--- src/rtl/program_loader_if.sv ---
// Byte stream from the host link plus the instruction-memory write port,
// bundled so the loader and its neighbours share one connection.
interface program_loader_if #(
    parameter int INST_MEM_WIDTH = 2
);
    logic [7:0]                rx_data;
    logic                      rx_valid;
    logic [INST_MEM_WIDTH-1:0] mem_addr;
    logic [31:0]               mem_data;
    logic                      mem_we;

    modport master (
        output rx_data, rx_valid,
        input  mem_addr, mem_data, mem_we
    );

    modport slave (
        input  rx_data, rx_valid,
        output mem_addr, mem_data, mem_we
    );
endinterface

--- src/rtl/program_loader.sv ---
// Parses a length-prefixed big-endian program image from the host byte stream
// and writes it into instruction memory from address 0, stalling fetch meanwhile.
module program_loader #(
    parameter int INST_MEM_WIDTH = 2,
    parameter int TIMEOUT_CYCLES = 1000000
) (
    input  logic             CLK,
    input  logic             reset,
    input  logic             start,
    program_loader_if.slave  bus,
    output logic             loading,
    output logic             done,
    output logic             error
);

    localparam int          TW       = $clog2(TIMEOUT_CYCLES + 1);
    localparam logic [32:0] DEPTH    = 33'(2 ** INST_MEM_WIDTH);
    localparam logic [TW-1:0] TMO_LAST = TW'(TIMEOUT_CYCLES - 1);

    typedef enum logic [1:0] {IDLE, LEN, DATA, FIN} state_t;

    state_t                    state, state_n;
    logic [1:0]                byte_cnt, byte_cnt_n;
    logic [INST_MEM_WIDTH-1:0] word_cnt, word_cnt_n;
    logic [31:0]               len_reg, len_n;
    logic [31:0]               shift_reg, shift_n;
    logic [TW-1:0]             tmo_cnt, tmo_n;
    logic [INST_MEM_WIDTH-1:0] addr_q, addr_n;
    logic [31:0]               data_q, data_n;
    logic                      we_q, we_n;
    logic                      loading_n, done_n, error_n;
    logic [31:0]               assembled;

    assign bus.mem_addr = addr_q;
    assign bus.mem_data = data_q;
    assign bus.mem_we   = we_q;

    always_ff @(posedge CLK or posedge reset) begin
        if (reset) begin
            state     <= IDLE;
            byte_cnt  <= '0;
            word_cnt  <= '0;
            len_reg   <= '0;
            shift_reg <= '0;
            tmo_cnt   <= '0;
            addr_q    <= '0;
            data_q    <= '0;
            we_q      <= 1'b0;
            loading   <= 1'b0;
            done      <= 1'b0;
            error     <= 1'b0;
        end else begin
            state     <= state_n;
            byte_cnt  <= byte_cnt_n;
            word_cnt  <= word_cnt_n;
            len_reg   <= len_n;
            shift_reg <= shift_n;
            tmo_cnt   <= tmo_n;
            addr_q    <= addr_n;
            data_q    <= data_n;
            we_q      <= we_n;
            loading   <= loading_n;
            done      <= done_n;
            error     <= error_n;
        end
    end

    always_comb begin
        state_n    = state;
        byte_cnt_n = byte_cnt;
        word_cnt_n = word_cnt;
        len_n      = len_reg;
        shift_n    = shift_reg;
        tmo_n      = tmo_cnt;
        addr_n     = addr_q;
        data_n     = data_q;
        we_n       = 1'b0;
        done_n     = 1'b0;
        error_n    = error;
        assembled  = {shift_reg[23:0], bus.rx_data};

        case (state)
            IDLE: begin
                if (start) begin
                    state_n    = LEN;
                    error_n    = 1'b0;
                    byte_cnt_n = '0;
                    word_cnt_n = '0;
                    len_n      = '0;
                    shift_n    = '0;
                    tmo_n      = '0;
                end
            end
            LEN, DATA: begin
                if (bus.rx_valid) begin
                    tmo_n      = '0;
                    shift_n    = assembled;
                    byte_cnt_n = byte_cnt + 2'd1;
                    if (byte_cnt == 2'd3) begin
                        if (state == LEN) begin
                            len_n = assembled;
                            // Oversize images are rejected before any write
                            if (assembled == 32'd0) begin
                                state_n = FIN;
                            end else if ({1'b0, assembled} > DEPTH) begin
                                error_n = 1'b1;
                                state_n = IDLE;
                            end else begin
                                state_n = DATA;
                            end
                        end else begin
                            we_n       = 1'b1;
                            data_n     = assembled;
                            addr_n     = word_cnt;
                            word_cnt_n = word_cnt + 1'b1;
                            if (32'(word_cnt) == len_reg - 32'd1) begin
                                state_n = FIN;
                            end
                        end
                    end
                end else if (tmo_cnt == TMO_LAST) begin
                    error_n    = 1'b1;
                    state_n    = IDLE;
                    tmo_n      = '0;
                    byte_cnt_n = '0;
                end else begin
                    tmo_n = tmo_cnt + TW'(1);
                end
            end
            FIN: begin
                // First FIN cycle raises done; the second returns to IDLE
                if (done) begin
                    state_n = IDLE;
                end else begin
                    done_n = 1'b1;
                end
            end
            default: state_n = IDLE;
        endcase

        loading_n = (state_n != IDLE);
    end

endmodule

--- src/flat_wrapper.sv ---
// flat-port wrapper written by rule: the top's interface ports become plain ports
module program_loader_flat 
#(
    parameter int INST_MEM_WIDTH = 2,
    parameter int TIMEOUT_CYCLES = 1000000
)
  (CLK, reset, start, loading, done, error, bus_rx_data, bus_rx_valid, bus_mem_addr, bus_mem_data, bus_mem_we);
  program_loader_if #(.INST_MEM_WIDTH(INST_MEM_WIDTH)) bus_i ();
  input  logic CLK;
  input  logic reset;
  input  logic start;
  output logic loading;
  output logic done;
  output logic error;
  input wire logic [$bits(bus_i.rx_data)-1:0] bus_rx_data;
  input wire logic [$bits(bus_i.rx_valid)-1:0] bus_rx_valid;
  output wire logic [$bits(bus_i.mem_addr)-1:0] bus_mem_addr;
  output wire logic [$bits(bus_i.mem_data)-1:0] bus_mem_data;
  output wire logic [$bits(bus_i.mem_we)-1:0] bus_mem_we;
  assign bus_i.rx_data = bus_rx_data;
  assign bus_i.rx_valid = bus_rx_valid;
  assign bus_mem_addr = bus_i.mem_addr;
  assign bus_mem_data = bus_i.mem_data;
  assign bus_mem_we = bus_i.mem_we;
  program_loader #(.INST_MEM_WIDTH(INST_MEM_WIDTH), .TIMEOUT_CYCLES(TIMEOUT_CYCLES)) u_core (.CLK(CLK), .reset(reset), .start(start), .bus(bus_i), .loading(loading), .done(done), .error(error));
endmodule
--- config.mk ---
export PLATFORM = sky130hd
export DESIGN_NAME = program_loader_flat
export DESIGN_NICKNAME = d
export VERILOG_FILES = /design/src/rtl/program_loader_if.sv /design/src/rtl/program_loader.sv /design/src/flat_wrapper.sv
export SDC_FILE = /design/constraint.sdc
export NUM_CORES = 1
export LEC_CHECK = 0
export CELL_PAD_IN_SITES_DETAIL_PLACEMENT = 1
export CELL_PAD_IN_SITES_GLOBAL_PLACEMENT = 2
export CORE_MARGIN = 4
export CORE_UTILIZATION = 38
export CTS_CLUSTER_DIAMETER = 120
export DETAILED_ROUTE_END_ITERATION = 6
export PLACE_DENSITY_LB_ADDON = 0.1
export SETUP_SLACK_MARGIN = 0.3
export SYNTH_ARGS = -nofsm -noshare
export SYNTH_HDL_FRONTEND = slang
export SYNTH_SLANG_ARGS = --single-unit
--- constraint.sdc ---
create_clock -name CLK -period 7.4 [get_ports CLK]
set_input_delay 2.22 -clock CLK [delete_from_list [all_inputs] [get_ports CLK]]
set_output_delay 2.22 -clock CLK [all_outputs]
set_load 0.02 [all_outputs]
==> impl_metrics.json <==
{
  "place.gp.congestion": 0.806,
  "drv_slew": 0,
  "ff_latch_area_um2": 3000,
  "finalSetupTns_ps": 0,
  "cp_max_fo": 64,
  "cts_sinks": 120,
  "most-common-layout-cells": "nand2_1 (215), dfrtp_1 (120), o21ai_0 (71)",
  "antenna_left": 0,
  "cts_tree": "built",
  "worstSetupPathType": "primary input to register",
  "rsz0062_at_grt": "false",
  "synth-seq-area-share_pct": 55.3,
  "cts_buffers": 17,
  "layout-drive-gt1-share_pct": 7.19,
  "nFillCells": 1588,
  "required_ps": 7640,
  "vias": 4491,
  "fin_skew_ps": 5.32,
  "yosysUniqueCellTypes": 49,
  "startpoint_type": "primary input",
  "grt.total_usage_pct": 20.8,
  "syn_to_final_growth_pct": 23.0,
  "avgViaCountPerCell": 5.30,
  "die_h_um": 128,
  "finalNetCount": 675,
  "htreeDepth": 4,
  "synthesis.nets": 628,
  "postSynthAreaPerCell_um2": 8.91,
  "powerDensity_nw_per_um2": 392,
  "clk_pin_slew_ps": 50,
  "grt_pass1_wl_mm": 26.3,
  "multi_input_area_um2": 2290,
  "grt_max_degree": 65,
  "cts_buffer_depth": 2,
  "core_area_um2": 13900,
  "slew_headroom_pct": 27.5,
  "wl_per_cell_um": 18.4,
  "synth_ff_type": "dfrtp_1",
  "port_buffers": 49,
  "hold_path.class": "register to register",
  "setup_violations": 0,
  "ys_ff_latch": 120,
  "post_cts_resized": 0,
  "grt_antenna_before_repair": 0,
  "synth-warning-count": 0,
  "drv_cap": 0,
  "arrival_ps": 4690,
  "clk_latency_ps": 410,
  "final_core_util_pct": 47.9,
  "root_buffer": "clkbuf_16",
  "diodes": 0,
  "finalCritPeriodShare_pct": 60.1,
  "vdd_drop_max_v": 0.000195,
  "status": "finished clean",
  "drtPass1Iterations": 4,
  "netlist_area_um2": 5430,
  "top_layer_used": "met4",
  "boundaryPins": 50,
  "drc": 0,
  "hold_buffers": 0,
  "routedLengthMet1_mm": 7.83,
  "worstMarginPinSlew_ps": 1090,
  "wl_met3_um": 590,
  "finalHoldViolCount": 0,
  "worst_setup_path_end_kind": "register",
  "wirelength_mm": 15.6,
  "cts_setup_buffers": 0,
  "power.leakage_uw": 0.00302,
  "async_flop_share_pct": 100,
  "dieArea_um2": 16300,
  "period_minus_slack_ps": 4450,
  "initial_core_util_pct": 39.0,
  "rows": 43,
  "die_w_um": 128,
  "synth_edf_count": 0,
  "hpwlAfterDp_mm": 10.8,
  "drtIter0Drc": 301,
  "max_clock_freq_ghz": 0.225,
  "wl_met2_mm": 6.97,
  "grt_pass1_vias": 4690,
  "mostFrequentLayoutCell": "nand2_1",
  "overflow": 0,
  "netlist_instances": 609
}
## cell type report
type	count	area share (%)
clock buffers	23	7.31
clock inverters	8	1.42
inverters	10	0.600
multi-input cells	453	34.4
flip-flops and latches	120	45.0
well taps	180	3.37
repair buffers	54	7.91
## logic make-up after synthesis
| family | count (synthesis) | share of synthesized area (%) |
|---|---|---|
| compound gates | 104 | 10.9 |
| xor+xnor | 15 | 2.42 |
| fa+ha+maj | 7 | 1.61 |
| buf+inv | 36 | 2.49 |
| flops | 120 | 55.3 |
| mux | 3 | 0.553 |
| simple gates | 324 | 26.7 |
## final timing paths
kind / from / endpoint / slack, ps / depth (start not counted)
max in group asynchronous: reset / u_core.bus.mem_we / 3800 / 3
worst min-delay path: u_core.bus.mem_data[27] / u_core.bus.mem_data[27] / 480 / 2
min in group asynchronous: reset / u_core.bus.mem_data[5] / 2290 / 2
worst max register to register: u_core.state[0] / u_core.tmo_cnt[19] / 4110 / 11
worst min register to register: u_core.bus.mem_data[27] / u_core.bus.mem_data[27] / 480 / 2
worst max-delay path: start / u_core.len_reg[3] / 2950 / 6
## metrics by stage
stage,worst slack [ps],std cells,hold slack [ps],instance area (um2),power [uW]
2_1_floorplan,1990,609,451,5430,1500
3_3_place_gp,2540,817,458,6090,1780
3_5_place_dp,2510,817,461,6090,1800
4_1_cts,2920,848,480,6670,2630
5_1_grt,2620,848,507,6670,2800
6_report,2950,848,479,6670,2610
## routing by layer
metal | vias up | GRT usage (%)
met1 | 2247 | 30.6
met2 | 82 | 30.8
li1 | 2147 | -
met4 | 0 | 5.74
met5 | - | 0
met3 | 15 | 4.72
## synthesized netlist by cell type, types with 2 or more instances
library cell / instances / area, um2
a21oi_1: 10 / 50.1
nand3_1: 12 / 60.1
dfrtp_1: 120 / 3000
and3_1: 4 / 25.0
mux2i_1: 3 / 30.0
xnor2_1: 5 / 43.8
clkbuf_1: 26 / 97.6
nand4b_1: 3 / 26.3
nand2b_1: 4 / 25.0
nor4b_1: 2 / 17.5
xor2_1: 10 / 87.6
nor3b_1: 3 / 22.5
nand2_1: 215 / 807
o21ai_0: 71 / 355
o31ai_1: 4 / 30.0
o21ai_1: 3 / 15.0
inv_1: 9 / 33.8
nand4_1: 8 / 50.1
or3_2: 2 / 15.0
nor4_1: 12 / 75.1
a21o_1: 3 / 22.5
nor2b_1: 3 / 18.8
or2_2: 2 / 12.5
nor3_1: 15 / 75.1
nor2_1: 29 / 109
nor4_2: 2 / 25.0
ha_1: 7 / 87.6
## where the power goes
| part | leakage, uW | switching (uW) | internal [uW] | total [uW] |
|---|---|---|---|---|
| registers | 0.00165 | 177 | 809 | 986 |
| logic | 0.00109 | 517 | 297 | 814 |
| clock network | 0.000285 | 287 | 527 | 813 |
## worst max-delay path: stages
cell             delay [ps]
clkdlybuf4s50_1         510
nand2_1                 100
o21ai_1                 350
nand3_2                 970
nand2_1                 360
o21ai_0                 150
Note: power is estimated with default switching activity, not from simulation.
